<file path="config.mk">
export PLATFORM = sky130hd
export DESIGN_NAME = fetch_stage
export DESIGN_NICKNAME = d
export VERILOG_FILES = /design/src/rtl/cpu_pkg.sv /design/src/rtl/sat_counter.sv /design/src/rtl/fetch_stage.sv
export SDC_FILE = /design/constraint.sdc
export NUM_CORES = 1
export LEC_CHECK = 0
export BUFFER_PORTS_ARGS = -buffer_cell sky130_fd_sc_hd__buf_2
export CORE_MARGIN = 5
export CORE_UTILIZATION = 54
export DETAILED_ROUTE_END_ITERATION = 8
export PLACE_DENSITY = 0.83
export SLEW_MARGIN = 30
export SYNTH_ARGS = -nofsm -noshare
export SYNTH_HDL_FRONTEND = slang
export SYNTH_SLANG_ARGS = --single-unit
</file>
<file path="constraint.sdc">
create_clock -name clk -period 3.91 [get_ports clk]
set_input_delay 0 -clock clk [delete_from_list [all_inputs] [get_ports clk]]
set_output_delay 0 -clock clk [all_outputs]
set_load 0.05 [all_outputs]
</file>
<file path="src/rtl/cpu_pkg.sv">
// Shared datapath types and fetch-state encoding for the 8-bit CPU.
package cpu_pkg;

    localparam int ADDR_W  = 8;
    localparam int INSTR_W = 8;

    typedef logic [ADDR_W-1:0]  addr_t;
    typedef logic [INSTR_W-1:0] instr_t;

    localparam instr_t HALT_WORD_DEFAULT = 8'hFF;

    typedef enum logic {
        RUN  = 1'b0,
        HALT = 1'b1
    } fetch_state_t;

endpackage

</file>
<file path="src/rtl/sat_counter.sv">
// Width-parameterised up-counter that sticks at all-ones instead of wrapping.
module sat_counter #(
    parameter int WIDTH = 16
) (
    input  logic             clk,
    input  logic             reset,
    input  logic             en,
    output logic [WIDTH-1:0] count
);

    always_ff @(posedge clk or posedge reset) begin
        if (reset) begin
            count <= '0;
        end else if (en && (count != '1)) begin
            count <= count + WIDTH'(1);
        end
    end

endmodule

</file>
<file path="src/rtl/fetch_stage.sv">
// Instruction fetch: owns the PC, latches memory data into ir and hands it
// to decode over valid/ready, with branch redirect and halt handling.
module fetch_stage
    import cpu_pkg::*;
#(
    parameter addr_t  RESET_PC  = 8'h00,
    parameter instr_t HALT_WORD = HALT_WORD_DEFAULT,
    parameter instr_t HALT_MASK = 8'hFF,
    parameter int     CNT_W     = 16
) (
    input  logic             clk,
    input  logic             reset,
    output addr_t            pc,
    input  instr_t           instructions,
    output instr_t           ir,
    output addr_t            ir_pc,
    output logic             ir_valid,
    input  logic             ir_ready,
    input  logic             redirect,
    input  addr_t            redirect_target,
    output logic             halted,
    output logic [CNT_W-1:0] fetch_count
);

    fetch_state_t state;
    logic         adv;
    logic         is_halt;

    assign adv     = (state == RUN) && (!ir_valid || ir_ready) && !redirect;
    assign is_halt = (instructions & HALT_MASK) == (HALT_WORD & HALT_MASK);
    assign halted  = (state == HALT);

    // Redirect outranks fetch so a taken branch always flushes the stale ir,
    // even when decode is accepting it in the same cycle.
    always_ff @(posedge clk or posedge reset) begin
        if (reset) begin
            state    <= RUN;
            pc       <= RESET_PC;
            ir       <= '0;
            ir_pc    <= '0;
            ir_valid <= 1'b0;
        end else if (redirect) begin
            state    <= RUN;
            pc       <= redirect_target;
            ir_valid <= 1'b0;
        end else if (adv) begin
            ir       <= instructions;
            ir_pc    <= pc;
            ir_valid <= 1'b1;
            if (is_halt) begin
                state <= HALT;
            end else begin
                pc <= pc + addr_t'(1);
            end
        end else if (ir_valid && ir_ready) begin
            ir_valid <= 1'b0;
        end
    end

    sat_counter #(
        .WIDTH(CNT_W)
    ) u_fetch_count (
        .clk   (clk),
        .reset (reset),
        .en    (adv),
        .count (fetch_count)
    );

endmodule

</file>
==> impl_metrics.toml, run 1 <==
[critical_path]
cpLargestDelayFamily = "compound AO/OA/AOI/OAI gates"
cp-end-kind = "register"
path_buf_inv = 0
worstPathCellList = "nand2b_1 > o211ai_1 > o31a_1 > o31a_1"
crit_path_frequent_cell = "o31a_1"
critPathMaxFanout = 11
critPathKind = "register to register"
crit_path_top_delay_cell = "dfrtp_1"
arrival_ns = 1.99
worstPathRequired_ns = 4.09
slowest_delay_ns = 0.38
critPathLaunchType = "register"

[sta]
setup_violations = 0
rsz0062_at_grt = "false"
hold_viol_final = 0
tns_ns = 0
min_period_ns = 1.81
relSlewSlack_pct = 53.9
fin_crit_sh_pct = 46.3
fin_worst_skew_ns = 0.00316
holdWs_ns = 0.0179
fmax_mhz = 552
worst_pin_slew_ns = 0.689
finalMaxSlewViolations = 0

[routing]
drc = 0
ant_nets = 0
dr.pass1.iters = 4
num_vias = 1690
vias_per_cell = 5.60
drt_iter0_drc = 74
wirelength_mm = 4.94
wl_per_cell_microns = 16.4

[logic_synthesis]
synth_top_family_by_area = "simple AND/OR/NAND/NOR gates"
synth-seq-cells = 42
synth-compound-area-share_pct = 7.98
synth_top_cell_by_area = "dfrtp_1"
yosysSeqAreaShare_pct = 51.9
synthSimpleGateAreaFrac_pct = 19.7
synth-adder-area-share_pct = 1.24
synth-xor-area-share_pct = 5.19
synth.cell_area_sq_mm = 0.00202
synth.net_count = 197
synthCells = 175
synthMuxAreaShare_pct = 11.2
synthTopCellsByArea = "dfrtp_1 52%, mux2_2 9.5%, xor2_1 3.9%"
synth_area_per_cell_sq_um = 11.6
yosysWarnings = 0
synth_top_area_share_pct = 51.9
synthDistinctLibCells = 44

[grt]
grt_util_all_layers_pct = 20.5
grt_max_degree = 43
grt_pass1_wl_mm = 8.33
antenna_found_initial = 0
first_global_vias = 1686
grt_overflow = 0

[die]
fp.dieH_microns = 71.2
start_util_pct = 55.7
rows = 22
die_width_microns = 71.2
core-area_sq_mm = 0.00363
dieArea_sq_mm = 0.00507
boundaryPins = 62

[clock_network]
cts.sinks = 42
cts_tree = "yes"
htreeDepth = 2
clkTransAtPathRegs_ns = 0.08
cts_buffers = 5
cts_resized = 0
ctsLongestPathBuffers = 2
cts_setup_buffers = 0
clk_latency_ns = 0.29
cts_root_buffer = "clkbuf_8"

[run]
maxCapViolations = 0

[placed_design]
io_buffer_count = 61
dp_hpwl_mm = 3.26
place.gp.congestion = 0.828

[cells_and_area]
multi_input_area_sq_um = 917
nets = 275
num-fill-cells = 281
synthToLayoutAreaGrowth_pct = 28.6
area.sequential_sq_mm = 0.00105
layout-drive-gt1-share_pct = 38.2
n_antenna_cell = 0

[power]
powerDensity_mw_per_mm2 = 539
peakVddDrop_mv = 0.298
p_leak_nw = 1.26

[min_path]
holdCritPathClass = "primary input to register"

[outcome]
run_status = "completed"
[layout make-up]
type | count | area share (%)
clock buffers | 6 | 3.17
clock inverters | 2 | 0.481
inverters | 4 | 0.577
multi-input cells | 123 | 35.3
flip-flops and latches | 42 | 40.4
well taps | 48 | 2.31
repair buffers | 77 | 17.8
[placed cells by master, fill, tap and decap left out, types with 5 or more instances in the layout]
cell type / synthesis / final
dlygate4sd3_1: 0 / 15
nand3_1: 9 / 9
buf_2: 2 / 61
a21oi_1: 6 / 6
nor2_1: 5 / 5
nand2b_1: 5 / 5
mux2_2: 17 / 17
o21ai_0: 5 / 5
clkbuf_8: 0 / 6
dfrtp_1: 42 / 42
xor2_1: 9 / 9
nand2_1: 13 / 13
nor4_1: 8 / 8
[final timing paths]
check	startpoint	endpoint	slack, ns	cells past startpoint
min in group asynchronous	reset	u_fetch_count.count[12]	0.39	4
max in group asynchronous	reset	u_fetch_count.count[0]	3.16	4
worst min-delay path	redirect_target[5]	pc[5]	0.02	3
worst min register to register	ir_pc[1]	ir_pc[1]	0.51	1
worst max-delay path	ir_valid	pc[5]	2.10	4
worst max register to register	ir_valid	pc[5]	2.10	4
[repair_timing]
| item | in CTS | in global routing |
|---|---|---|
| endpoints found under the hold margin | 56 | 0 |
| hold buffers | 15 | 0 |
| endpoints found under the setup margin | 0 | 0 |
[through the flow]
stage | total power, mW | instance area, sq um | instances | setup slack [ns] | util [%]
3_5_place_dp | 1.10 | 2360 | 279 | 2.14 | 64.8
5_1_grt | 1.46 | 2600 | 302 | 1.89 | 71.6
4_1_cts | 1.40 | 2600 | 302 | 2.12 | 71.6
2_1_floorplan | 0.970 | 2020 | 175 | 2.01 | -
6_report | 1.40 | 2600 | 302 | 2.10 | 71.6
3_3_place_gp | 1.09 | 2360 | 279 | 2.19 | 64.8
[power breakdown]
group	switching [mW]	total, mW	internal [mW]
registers	0.0744	0.580	0.505
clock network	0.152	0.294	0.142
logic	0.378	0.527	0.149
total	0.605	1.40	0.796
[Yosys cell counts (all sizes together)]
master	number
nand3	10
o211a	1
and3	3
nor2	6
or2	1
buf	5
nor4	9
nor3	3
nor4b	1
nand2b	5
a211o	1
xnor2	3
ha	2
mux2i	2
dfrtp	42
a21boi	1
a31oi	1
inv	4
nand2	14
nor2b	3
a211oi	2
a21oi	7
xor2	9
o31a	4
nand4b	1
clkbuf	1
o21ai	5
o211ai	1
o21bai	1
nand4	6
mux2	18
or4	3
[cells by family after synthesis]
kind of cell / count (synthesis)
and+or+nand+nor: 65
DFF: 42
AOI/OAI and AO/OA: 24
muxes: 20
xor gates and xnor gates: 12
buffers and inverters: 10
adders and majority gates: 2
[flip-flops by register name, indices dropped and copies added, names as in the netlist]
register and cells:
halted 1, ir_pc 8, u_fetch_count.count 16, ir 8, ir_valid 1, pc 8
[worst min-delay path: stages]
cell      delay (ns)
buf_2           0.07
nand2b_1        0.09
o31a_1          0.12
[routing by layer]
metal | wire length [microns] | vias up | global-route usage, %
met3 | 323 | 9 | 3.93
met5 | 0 | - | 0
met1 | 2010 | 817 | 26.3
met2 | 2530 | 72 | 35.3
met4 | 81 | 0 | 6.05
li1 | - | 792 | -
Note: power is estimated with default switching activity, not from simulation.
==> inputs of run 2 (changes only) <==
Settings changed: ABC_AREA set to 1, CORE_UTILIZATION 54 to 52, PLACE_DENSITY 0.83 to 0.79.
Clock period 3.91 ns to 1.7 ns, I/O delays scaled along.
==> impl_metrics.toml, run 2 <==
[logic_synthesis]
synth_flop_cell = "dfrtp_1"
yosysSeqAreaShare_pct = 46.8
synthCells = 304
async_reset_ff_share_pct = 100
synth-seq-cells = 42
synth_area_per_cell_sq_um = 7.38
synthTopCellsByCount = "132 x nand2_1, 42 x dfrtp_1, 26 x o21ai_0"
synth_edf_count = 0
synth_top_area_share_pct = 46.8
synth.cell_area_sq_mm = 0.00224
synthDistinctLibCells = 24
synth_most_common_cell = "nand2_1"
synthTopCellsByArea = "dfrtp_1 47%, nand2_1 22%, o21ai_0 5.8%"
synth_top_cell_by_area = "dfrtp_1"
synth.net_count = 326
yosysWarnings = 0

[power]
p_leak_nw = 1.49
peakVddDrop_mv = 0.667
total_power_mw = 3.07
powerDensity_mw_per_mm2 = 1090

[clock_network]
clk_latency_ns = 0.30
ctsLongestPathBuffers = 2
cts_root_buffer = "clkbuf_8"
clkTransAtPathRegs_ns = 0.08
cts_tree = "yes"
cts_buffers = 5
cts_resized = 0
htreeDepth = 2
cts.sinks = 42

[die]
fp.dieH_microns = 75.7
die_width_microns = 75.7
rows = 23
core-area_sq_mm = 0.00409
boundaryPins = 62
dieArea_sq_mm = 0.00573
start_util_pct = 54.9

[cells_and_area]
nets = 401
final_cell_mix = "132 x nand2_1, 61 x buf_2, 40 x dfrtp_1, 26 x o21ai_0, 25 x inv_1"
n_antenna_cell = 0
regMostFlops = "u_fetch_count.count"
layout-drive-gt1-share_pct = 23.7
final_common_cell = "nand2_1"
num-fill-cells = 357
largest_reg_flops = 16
synthToLayoutAreaGrowth_pct = 25.0

[outcome]
run_status = "completed"

[grt]
grt_overflow = 0
antenna_found_initial = 0
grt_pass1_wl_mm = 9.24
grt_util_all_layers_pct = 21.0
first_global_vias = 2123
grt_max_degree = 43

[sta]
relSlewSlack_pct = 65.0
setup_violations = 0
tns_ns = 0
fmax_mhz = 649
min_period_ns = 1.54
finalMaxSlewViolations = 0
fin_crit_sh_pct = 90.6
hold_viol_final = 0
fin_worst_skew_ns = 0.00438
worst_pin_slew_ns = 0.524
rsz0062_at_grt = "false"

[routing]
drc = 0
num_vias = 2169
vias_per_cell = 5.04
dr.pass1.iters = 4
drt_iter0_drc = 120
wirelength_mm = 5.31
wl_per_cell_microns = 12.3
ant_nets = 0

[critical_path]
reg2reg_depth = 6
worstPathRequired_ns = 1.87
cp-end-kind = "register"
critPathCapture = "u_fetch_count.count[6]"
rrSetupSlack_ns = 0.16
critPathMaxFanout = 15
startpoint = "u_fetch_count.count[0]"
r2r_start = "u_fetch_count.count[0]"
critPathLaunchType = "register"
rr_endpoint = "u_fetch_count.count[6]"
critPathKind = "register to register"
arrival_ns = 1.71

[placed_design]
io_buffer_count = 61
dp_hpwl_mm = 3.76
place.gp.congestion = 0.832

[run]
maxCapViolations = 0

[min_path]
holdCritPathClass = "primary input to register"
[run 2: metrics by stage]
| stage | hold slack [ns] | std cells | instance area, sq um | setup slack [ns] | util [%] |
|---|---|---|---|---|---|
| after floorplan | 0.117 | 304 | 2250 | 0.0557 | - |
| after global placement | 0.156 | 410 | 2580 | 0.178 | 63.2 |
| final | 0.00655 | 430 | 2800 | 0.160 | 68.6 |
| after global routing | 0.0295 | 430 | 2800 | 0.0132 | 68.6 |
| after CTS | 0.000203 | 429 | 2780 | 0.0951 | 68.1 |
| after detailed placement | 0.170 | 410 | 2580 | 0.118 | 63.2 |
[run 2: how the worst min path moves through the flow]
stage | from | end | slack (ns) | cells past startpoint
3_3_place_gp | reset | u_fetch_count.count[2] | 0.16 | 3
4_1_cts | redirect_target[7] | pc[7] | 0.0002 | 4
6_report | redirect_target[7] | pc[7] | 0.007 | 4
5_1_grt | redirect_target[4] | pc[4] | 0.03 | 5
3_5_place_dp | reset | u_fetch_count.count[2] | 0.17 | 3
2_1_floorplan | instructions[0] | ir[0] | 0.12 | 2
[run 2: cell families (layout without fill, tap and decap cells)]
group | Yosys count | in the layout | share of synthesized area [%]
fa+ha+maj | 2 | 2 | 1.12
compound gates | 29 | 29 | 7.03
flops | 42 | 42 | 46.8
simple gates | 191 | 191 | 35.9
xor+xnor | 6 | 6 | 2.34
buf+inv | 34 | 110 | 6.75
[run 2: what timing repair did]
item	4_1_cts	5_1_grt
setup buffers	0	1
hold buffers	11	0
setup endpoints to repair	0	10
endpoints found under the hold margin	51	0
[run 2: per-layer routing]
layer  track usage, %  share of wire, %  wire length, microns  up-vias
li1                 -                 -                     -     1099
met1             25.6                43                  2270      990
met2             36.0                49                  2580       68
met3             5.15               6.4                   338       12
met4             7.96               2.1                   112        0
met5                0                 0                     0        -
[run 2: layout make-up]
cell class	instances	area [sq um]	area share, %
Clock buffer	7	86.3	3.08
Clock inverter	1	5.00	0.178
Inverter	26	97.6	3.48
Multi-Input combinational cell	228	1040	37.1
Sequential cell	42	1050	37.6
Tap cell	50	62.6	2.23
Timing Repair Buffer	76	458	16.3
[run 2: worst max-delay path, cell delays in order, from the launching register on]
cell	delay, ns
dfrtp_2	0.40
ha_1	0.23
nand2_2	0.07
nor2_2	0.10
nand2_2	0.12
o21ai_4	0.34
o21ai_0	0.15
[run 2: where the power goes]
group	internal (mW)	switching, mW
Clock	0.328	0.340
Combinational	0.279	0.827
Sequential	1.15	0.150
==> inputs of run 3 (changes only) <==
Settings changed: CELL_PAD_IN_SITES_DETAIL_PLACEMENT set to 1, CELL_PAD_IN_SITES_GLOBAL_PLACEMENT set to 1, CORE_UTILIZATION 52 to 37, PLACE_DENSITY 0.79 to not set, PLACE_DENSITY_LB_ADDON set to 0.1.
==> impl_metrics.toml, run 3 (synthesis results as in run 2) <==
[outcome]
run_status = "completed"

[cells_and_area]
n_antenna_cell = 0
synthToLayoutAreaGrowth_pct = 28.2
final_cell_mix = "131 x nand2_1, 61 x buf_2, 40 x dfrtp_1, 26 x o21ai_0, 25 x inv_1"
final_common_cell = "nand2_1"
layout.cells.non_filler = 460
nets = 406
regMostFlops = "u_fetch_count.count"
largest_reg_flops = 16
num-fill-cells = 797
layout-drive-gt1-share_pct = 25.7

[min_path]
hold_depth = 4
holdCritPathClass = "primary input to register"
min_from = "redirect_target[7]"
min_to = "pc[7]"

[clock_network]
cts_buffers = 5
cts.sinks = 42
htreeDepth = 2
cts_root_buffer = "clkbuf_8"
clkTransAtPathRegs_ns = 0.08
ctsLongestPathBuffers = 2
cts_tree = "yes"
clk_latency_ns = 0.29

[critical_path]
worstPathRequired_ns = 1.87
worstPathCellList = "ha_1 > nand2_2 > nor2_2 > nand2_2 > nor2_2 > nor2_4 > buf_4 > nand2_1 > o21ai_0"
rr_endpoint = "u_fetch_count.count[7]"
cp-end-kind = "register"
critPathKind = "register to register"
crit_path_top_delay_cell = "dfrtp_2"
rrSetupSlack_ns = 0.11
critPathLaunchType = "register"
arrival_ns = 1.76
critPathMaxFanout = 8
reg2reg_depth = 9
cpLargestDelayFamily = "simple AND/OR/NAND/NOR gates"
r2r_start = "u_fetch_count.count[1]"
path_buf_inv = 1
slowest_delay_ns = 0.41

[routing]
vias_per_cell = 4.80
wl_per_cell_microns = 13.9
dr.pass1.iters = 4
drc = 0
num_vias = 2207
ant_nets = 0
wirelength_mm = 6.40
drt_iter0_drc = 46

[placed_design]
dp_cells = 437
io_buffer_count = 61
place.gp.congestion = 0.761
dp_hpwl_mm = 4.73

[die]
core-area_sq_mm = 0.00592
die_width_microns = 87.9
boundaryPins = 62
dieArea_sq_mm = 0.00772
start_util_pct = 37.9
fp.dieH_microns = 87.9
rows = 28

[sta]
rsz0062_at_grt = "false"
finalMaxSlewViolations = 0
worst_pin_slew_ns = 0.719
fin_crit_sh_pct = 93.6
tns_ns = 0
min_period_ns = 1.59
hold_viol_final = 0
relSlewSlack_pct = 52.0
fmax_mhz = 628
fin_worst_skew_ns = 0.00182
setup_violations = 0

[run]
maxCapViolations = 0

[power]
peakVddDrop_mv = 0.526
p_leak_nw = 1.52
powerDensity_mw_per_mm2 = 1120

[grt]
grt_util_all_layers_pct = 18.1
grt_overflow = 0
grt_max_degree = 26
antenna_found_initial = 0
first_global_vias = 2339
grt_pass1_wl_mm = 11.0
-- run 3: worst max-delay path by stage --
stage / slack [ns] / end / startpoint / depth (start not counted)
after floorplan: 0.06 / u_fetch_count.count[12] / u_fetch_count.count[1] / 9
after global placement: 0.13 / u_fetch_count.count[7] / u_fetch_count.count[0] / 7
after detailed placement: 0.02 / u_fetch_count.count[6] / u_fetch_count.count[1] / 6
after CTS: 0.02 / u_fetch_count.count[6] / u_fetch_count.count[1] / 6
after global routing: 0.001 / u_fetch_count.count[7] / u_fetch_count.count[1] / 9
final: 0.11 / u_fetch_count.count[7] / u_fetch_count.count[1] / 9
-- run 3: where the power goes --
part / internal [mW] / switching [mW] / total, mW
Combinational: 0.283 / 0.834 / 1.12
Clock: 0.433 / 0.355 / 0.788
Sequential: 1.15 / 0.160 / 1.30
-- run 3: area by class of cell --
| cell class | instances | area (sq um) | area share [%] |
|---|---|---|---|
| multi-input combinational | 228 | 1040 | 36.3 |
| tap | 75 | 93.8 | 3.26 |
| clock buffer | 5 | 68.8 | 2.39 |
| sequential | 42 | 1050 | 36.6 |
| timing repair buffer | 81 | 478 | 16.6 |
| inverter | 26 | 97.6 | 3.39 |
| clock inverter | 3 | 40.0 | 1.39 |
-- run 3: routing by layer --
metal	track usage [%]	routed length, microns	up-vias
li1	-	-	1108
met1	21.5	2720	1051
met2	33.3	3400	40
met3	3.10	201	8
met4	5.58	86	0
met5	0	0	-
-- run 3: stage by stage --
stage	hold WS (ns)	utilization, %	cell area (sq um)	worst slack (ns)	power [mW]
after floorplan	0.117	-	2250	0.0557	2.12
after global placement	0.157	44.4	2630	0.130	2.40
after detailed placement	0.170	44.4	2630	0.0206	2.43
after CTS	0.0106	47.8	2830	0.0160	3.24
after global routing	0.0334	48.6	2880	0.000996	3.40
final	0.0188	48.6	2880	0.108	3.21
-- run 3: repair_timing --
action / 4_1_cts / 5_1_grt
buffers inserted: 0 / 6
hold buffers: 9 / 0
endpoints found under the setup margin: 0 / 13
resized for setup: 0 / 1
hold endpoints to repair: 24 / 0
-- run 3: tightest hold or removal path, cell delays in order --
cell and delay [ns]:
buf_2 0.07, or2_2 0.09, nand3_1 0.06, nand2_1 0.05
